`src/rtl/regfile_write_arbiter.sv`:
```
// Round-robin arbiter sharing the register-file write port among NUM_REQ requesters.
// Grants one write per cycle with registered wr_en/wr_addr/wr_data and a one-cycle ack.
module regfile_write_arbiter #(
  parameter int NUM_REQ    = 4,
  parameter int ADDR_WIDTH = 5,
  parameter int DATA_WIDTH = 32,
  parameter int ZERO_RO    = 1
) (
  input  logic                             clk,
  input  logic                             rst,
  input  logic [NUM_REQ-1:0]               req,
  input  logic [NUM_REQ*ADDR_WIDTH-1:0]    req_addr,
  input  logic [NUM_REQ*DATA_WIDTH-1:0]    req_data,
  output logic [NUM_REQ-1:0]               ack,
  output logic                             wr_en,
  output logic [ADDR_WIDTH-1:0]            wr_addr,
  output logic [DATA_WIDTH-1:0]            wr_data,
  output logic                             busy
);

  localparam int PW = (NUM_REQ > 1) ? $clog2(NUM_REQ) : 1;

  logic [PW-1:0]         ptr;
  logic [PW-1:0]         ptr_nxt;
  logic [PW-1:0]         win;
  logic [PW-1:0]         win_hi;
  logic [PW-1:0]         win_lo;
  logic                  found_hi;
  logic                  found_lo;
  logic [NUM_REQ-1:0]    elig;
  logic [NUM_REQ-1:0]    ack_nxt;
  logic [ADDR_WIDTH-1:0] sel_addr;
  logic [DATA_WIDTH-1:0] sel_data;
  logic                  busy_nxt;
  logic                  wr_en_nxt;
  int                    cnt;

  // Stage p0: eligibility, round-robin pick and operand select
  always_comb begin
    // Masking the current ack holder keeps an already-consumed request from a second grant.
    elig     = req & ~ack;
    found_hi = 1'b0;
    found_lo = 1'b0;
    win_hi   = '0;
    win_lo   = '0;
    cnt      = 0;
    // Scanning downward leaves the lowest qualifying index in each candidate.
    for (int i = NUM_REQ - 1; i >= 0; i--) begin
      if (elig[i]) begin
        win_lo   = PW'(i);
        found_lo = 1'b1;
        cnt      = cnt + 1;
        if (i >= int'(ptr)) begin
          win_hi   = PW'(i);
          found_hi = 1'b1;
        end
      end
    end
    win = found_hi ? win_hi : win_lo;

    sel_addr = '0;
    sel_data = '0;
    ack_nxt  = '0;
    for (int i = 0; i < NUM_REQ; i++) begin
      if (PW'(i) == win) begin
        sel_addr   = req_addr[i*ADDR_WIDTH +: ADDR_WIDTH];
        sel_data   = req_data[i*DATA_WIDTH +: DATA_WIDTH];
        ack_nxt[i] = found_lo;
      end
    end

    ptr_nxt   = (win == PW'(NUM_REQ - 1)) ? '0 : win + 1'b1;
    busy_nxt  = (cnt > 1);
    wr_en_nxt = found_lo && !((ZERO_RO != 0) && (sel_addr == '0));
  end

  // Stage p1: registered grant towards the register bank
  always_ff @(posedge clk) begin
    if (rst) begin
      ack     <= '0;
      wr_en   <= 1'b0;
      wr_addr <= '0;
      wr_data <= '0;
      busy    <= 1'b0;
      ptr     <= '0;
    end else begin
      ack   <= ack_nxt;
      busy  <= busy_nxt;
      wr_en <= wr_en_nxt;
      if (found_lo) begin
        wr_addr <= sel_addr;
        wr_data <= sel_data;
        ptr     <= ptr_nxt;
      end
    end
  end

endmodule
```
`config.mk`:
```
export PLATFORM = sky130hd
export DESIGN_NAME = regfile_write_arbiter
export DESIGN_NICKNAME = d
export VERILOG_FILES = /design/src/rtl/regfile_write_arbiter.sv
export SDC_FILE = /design/constraint.sdc
export NUM_CORES = 1
export LEC_CHECK = 0
export CAP_MARGIN = 25
export CORE_ASPECT_RATIO = 0.8
export CORE_UTILIZATION = 40
export CTS_BUF_LIST = sky130_fd_sc_hd__clkbuf_16
export CTS_CLUSTER_SIZE = 28
export DETAILED_ROUTE_END_ITERATION = 8
export PLACE_DENSITY = 0.88
export SETUP_SLACK_MARGIN = 0.5
export SKIP_LAST_GASP = 1
export SLEW_MARGIN = 20
export SYNTH_ARGS = -nofsm -noshare
export SYNTH_HDL_FRONTEND = slang
export SYNTH_SLANG_ARGS = --single-unit
export TNS_END_PERCENT = 10
```
`constraint.sdc`:
```
create_clock -name clk -period 8 [get_ports clk]
set_clock_uncertainty 0.05 [all_clocks]
set_input_delay 0.8 -clock clk [delete_from_list [all_inputs] [get_ports clk]]
set_output_delay 0.8 -clock clk [all_outputs]
set_load 0.02 [all_outputs]
```
# Word level (Yosys, flattened, before mapping)
# Index checks and enable logic that the tools add are counted.
totals:
  mem_bits_ro: 0
  latchBits: 0
  mem_count: 0
  inputBits: 154
  regBits: 45
  ramBits: 0
  wordCells: 69
  out_inout_bits: 43
op_classes:
  n_eq_ne: 4
  add_sub_neg: 4
  n_lt_le_gt_ge: 4
  reduce_logical: 8
  n_mux: 34
  bitwise_logic: 6
  div_mod_pow: 0
  n_mul: 0
  shifts: 0
op_table:
  columns: ["cell", "count"]
  rows:
  - ["32-bit 2-to-1 mux", 7]
  - ["32-bit by 2-bit adder with 32-bit output, second input constant", 3]
  - ["32-bit by 2-bit > comparator with 1-bit output, second input constant", 1]
  - ["2-bit 2-to-1 mux", 12]
  - ["5-bit 2-to-1 mux", 4]
  - ["1-bit 2-to-1 mux", 11]
  - ["2-bit OR reduction", 4]
  - ["5-bit logical NOT", 1]
  - ["4-bit AND", 1]
  - ["2-bit equality test, first input constant", 2]
  - ["1-bit by 2-bit greater-or-equal comparator with 1-bit output, first input constant", 2]
  - ["1-bit NOT", 4]
  - ["4-bit NOT", 1]
  - ["2-bit by 1-bit adder with 2-bit output, second input constant", 1]
  - ["1-bit by 2-bit equality test with 1-bit output, first input constant", 1]
  - ["2-bit equality test, second input constant", 1]
  - ["2-bit greater-or-equal comparator, first input constant", 1]
  - ["2-bit logical NOT", 1]
  - ["1-bit logical AND", 1]
  - ["1-bit logical NOT", 1]

# Depth between registers and ports, before layout
depth:
  ltp_word: 18
  ltp_mapped: 15
  mapped_depth_nobuf: 13

# Worst setup path after synthesis
# No wires, ideal clock.
synth_path:
  path_type: "input-to-reg"
  from: "input port req[3]"
  to: "register wr_en"
  t_arrival_ns: 2.918
  stages: 12
  t_required_ns: 7.835
  setup_ns: 0.115
  path_slack_ns: 4.917
  n_path_buf: 0
  path_cell_list: "nand2b_1 -> inv_1 -> ha_1 -> o21ai_1 -> a21oi_1 -> o32a_1 -> ha_1 -> nand2b_1 -> o22ai_1 -> a31oi_1 -> or4_1 -> o21a_1"
synth_via:
  elab_chain_cells: 17
  elab_cells_between_ends: 33
  cone_classes: "eq/ne: 3; mux: 25; bitwise: 1; reduce/logical: 4"
synth_lines:
  columns: ["element", "line", "rtl"]
  rows:
  - ["from (decl)", "11", "input logic [NUM_REQ-1:0] req,"]
  - ["4-bit AND (*)", "41", "elig = req & ~ack;"]
  - ["2-bit 2-to-1 mux / 1-bit 2-to-1 mux (equally long branches)", "49", "if (elig[i]) begin"]
  - ["2-bit 2-to-1 mux / 1-bit 2-to-1 mux (equally long branches)", "53", "if (i >= int'(ptr)) begin"]
  - ["2-bit 2-to-1 mux / 1-bit 2-to-1 mux (equally long branches)", "49", null]
  - ["2-bit 2-to-1 mux / 1-bit 2-to-1 mux (equally long branches)", "53", null]
  - ["2-bit 2-to-1 mux / 1-bit 2-to-1 mux (equally long branches)", "49", null]
  - ["2-bit 2-to-1 mux / 1-bit 2-to-1 mux (equally long branches)", "53", null]
  - ["2-bit 2-to-1 mux / 1-bit 2-to-1 mux (equally long branches)", "49", null]
  - ["2-bit 2-to-1 mux", "59", "win = found_hi ? win_hi : win_lo;"]
  - ["2-bit logical NOT", "65", "if (PW'(i) == win) begin"]
  - ["5-bit 2-to-1 mux (4 in series)", "65", null]
  - ["5-bit logical NOT", "74", "wr_en_nxt = found_lo && !((ZERO_RO != 0) && (sel_addr == '0));"]
  - ["1-bit logical NOT", "74", null]
  - ["1-bit logical AND (*)", "74", null]
  - ["to (signal assigned)", "89", "wr_en <= wr_en_nxt;"]
  - ["to (decl)", "15", "output logic wr_en,"]
# Every way passes the cells marked *; elsewhere a longest branch is shown, timed or not.
# A chain may end at the register's enable or synchronous reset.

# Worst setup path in the final report
# Ends and elaborated chain as after synthesis.

==> results.md <==
- Hpwl dp: 7.52 mm
- Share of the cycle needed by the critical path after routing: 0.511
- Crit end category: flop
- Switch share: 0.426
- Slew Viols, Final: 0
- Global-route wire length before repair: 16.4 mm
- Sequential power share: 0.231
- Root buf cell: clkbuf_16
- Die X: 99.0 um
- WL per Instance: 15.2 um
- Final setup viols: 0
- CTS max path bufs: 2
- Post-Synthesis Cell Area: 3010 um2
- Cells after synthesis: 431
- Via count: 3724
- HP Class: flop to flop
- CTS tree: yes
- Complex-gate fraction of the synthesized area: 0.298
- Diode count: 0
- Largest family of logic cells by synthesized area: compound AO/OA/AOI/OAI gates
- GR Overflow Total: 0
- Commonest non-fill, non-tap cell in the layout: clkdlybuf4s50_1
- Num Clock Sinks: 45
- Num CTS Buffers: 5
- Placement-stage cell area: 4930 um2
- Startpoint Class: input pin
- Psw: 0.679 mW
- Setup TNS: 0 ns
- Net count, final: 760
- Post-route ant nets: 0
- Core footprint: 7090 um2
- I/O pin count: 197
- Post-synthesis register bit count: 45
- Leakage: 1.85 nW
- # placed instances: 677
- Synthesized net count: 594
- Number of library cell types mapped by synthesis: 33
- Vias per cell: 5.45
- CP required: 8.12 ns
- Synth Area in XOR/XNOR: 0.00582
- Commonest cells after routing, fill and taps aside: clkdlybuf4s50_1, a21oi_1, nand2_1, dfxtp_1, nor2_1
- Tmin final: 4.09 ns
- Die height: 79.6 um
- Synth warn: 0
- R2R setup slack: 4.50 ns
- Synthesized area per cell: 6.98 um2
- Status: finished, final reports clean
- Finished Layout Cells: 683
- Filler cell count in the final layout: 563
- Setup CP Type: input pin to flop
- Drt pass-1 iters: 4
- Port Buffers: 196
- H-tree levels: 2
- Post-Synth Adder-Cell Area: 0.0374
- Critical path arrival: 4.21 ns
- Clock share of power: 0.118
- Sequential area share after synthesis: 0.299
- Slew @ Worst Pin: 0.834 ns
- Initial drt markers: 101
- Combinational power share: 0.651
- Area grow syn2layout: 68.4%
- RSZ-0062 raised after global routing: false
- Max rail drop VDD: 0.143 mV
- Max_slew headroom: 0.443
- Vias in the first global route: 3576
- Cts repair resizes: 0
- Post-synthesis mux area share: 0
- Fraction of layout cells with a size suffix above 1: 0.0268
- CTS Hold Bufs: 0
- Final instance area: 5070 um2
- Clk Latency, worst-skew pair: 0.28 ns
- Hold Vio Cnt, Final: 0
- Maxcap violations: 0
- Pwr/cell area: 314 nW/um2
- Pin count of the biggest net entering global routing: 75
- Core Rows: 27
- Initial Utilization: 0.424
- Final WL: 10.4 mm
- Clock slew at reported path FFs: 0.06 ns
- Antenna violations before repair: 0
- Fin Hold WS: 0.405 ns
- Post-CTS Setup Inserts: 0
- Placer congestion estimate: 0.827
- F_max: 245 MHz
- Int Pwr: 0.915 mW
- All-Layer GR Usage: 0.257
- Die footprint: 7880 um2
- Post-Synth Simple-Gate Area: 0.289
- # DRC: 0
- CP Max Fanout: 46
-- metrics by stage --
stage	worst slack [ns]	total power, mW	util
6_report	3.91	1.59	0.714
3_5_place_dp	3.50	1.40	0.695
3_3_place_gp	3.74	1.37	0.695
2_1_floorplan	4.92	1.04	-
4_1_cts	3.79	1.59	0.713
5_1_grt	3.67	1.72	0.714
-- metal layers --
layer / GRT usage / vias up / routed length, um
li1: - / 1842 / -
met3: 0.0718 / 14 / 829
met5: 0 / - / 0
met2: 0.490 / 155 / 5220
met1: 0.286 / 1713 / 4200
met4: 0.0522 / 0 / 112
-- flip-flops by register name (all words and copies together) (netlist names) --
name and flops:
ack 4, busy 1, ptr 2, wr_addr 5, wr_data 32, wr_en 1
-- synth_stat cells --
cell type	n	area share
buf_6	1	0.0037
o22ai_1	4	0.0083
buf_4	4	0.010
o21a_1	32	0.080
buf_2	11	0.018
and3_1	1	0.0021
a22oi_2	1	0.0042
o21ai_0	2	0.0033
nand2b_1	5	0.010
o31ai_1	1	0.0025
nor2_1	40	0.050
nor3_1	35	0.058
o32a_1	1	0.0033
nor2b_1	3	0.0062
nor3b_1	1	0.0025
o21ai_1	3	0.0050
nand2_1	47	0.059
clkbuf_1	24	0.030
ha_1	9	0.037
a21oi_1	99	0.16
nand3b_1	35	0.087
o211ai_1	2	0.0050
buf_1	1	0.0012
inv_1	6	0.0075
a31oi_1	4	0.0083
or4_1	1	0.0025
a211oi_1	2	0.0050
nand3_1	2	0.0033
a221oi_1	2	0.0058
a22oi_1	1	0.0025
dfxtp_1	45	0.30
and2_1	4	0.0083
xnor2_1	2	0.0058
-- power by group through the flow --
stage | Combinational [mW] | Sequential (mW) | Clock (mW)
global placement | 1.00 | 0.368 | 0
global route | 1.14 | 0.379 | 0.204
detailed placement | 1.03 | 0.372 | 0
floorplan | 0.564 | 0.476 | 0
CTS | 1.03 | 0.368 | 0.192
finish | 1.04 | 0.368 | 0.188
-- path summary, 6_finish.rpt --
| kind | from | end | cells past startpoint |
|---|---|---|---|
| hold / removal | wr_addr[2] | wr_addr[2] | 2 |
| setup / recovery | req[3] | wr_en | 12 |
| setup reg to reg | ack[3] | wr_en | 11 |
| hold reg to reg | wr_addr[2] | wr_addr[2] | 2 |
-- cell type report --
| type | instances | area, um2 | share of cell area |
|---|---|---|---|
| Clock buffer | 5 | 125 | 0.0247 |
| Inverter | 6 | 22.5 | 0.00444 |
| Clock inverter | 1 | 5.00 | 0.000987 |
| Tap cell | 87 | 109 | 0.0215 |
| Timing Repair Buffer | 200 | 1990 | 0.392 |
| Sequential cell | 45 | 901 | 0.178 |
| Multi-Input combinational cell | 339 | 1920 | 0.379 |
-- cells by family after synthesis --
group                    count (synthesis)
AND/OR/NAND/NOR                        174
AO/OA/AOI/OAI                          154
flip-flops                              45
adder cells (fa/ha/maj)                  9
XOR/XNOR                                 2
buffers and inverters                   47
-- worst max-delay path: stages --
cell             delay (ns)
clkdlybuf4s50_1        0.45
nand2b_1               0.16
inv_1                  0.15
ha_1                   0.17
o21ai_1                0.08
a21oi_1                0.15
o32a_1                 0.31
ha_2                   0.51
buf_4                  0.48
a221oi_1               0.21
or4_1                  0.51
o21a_1                 0.18
(Power assumes the default switching activity.)
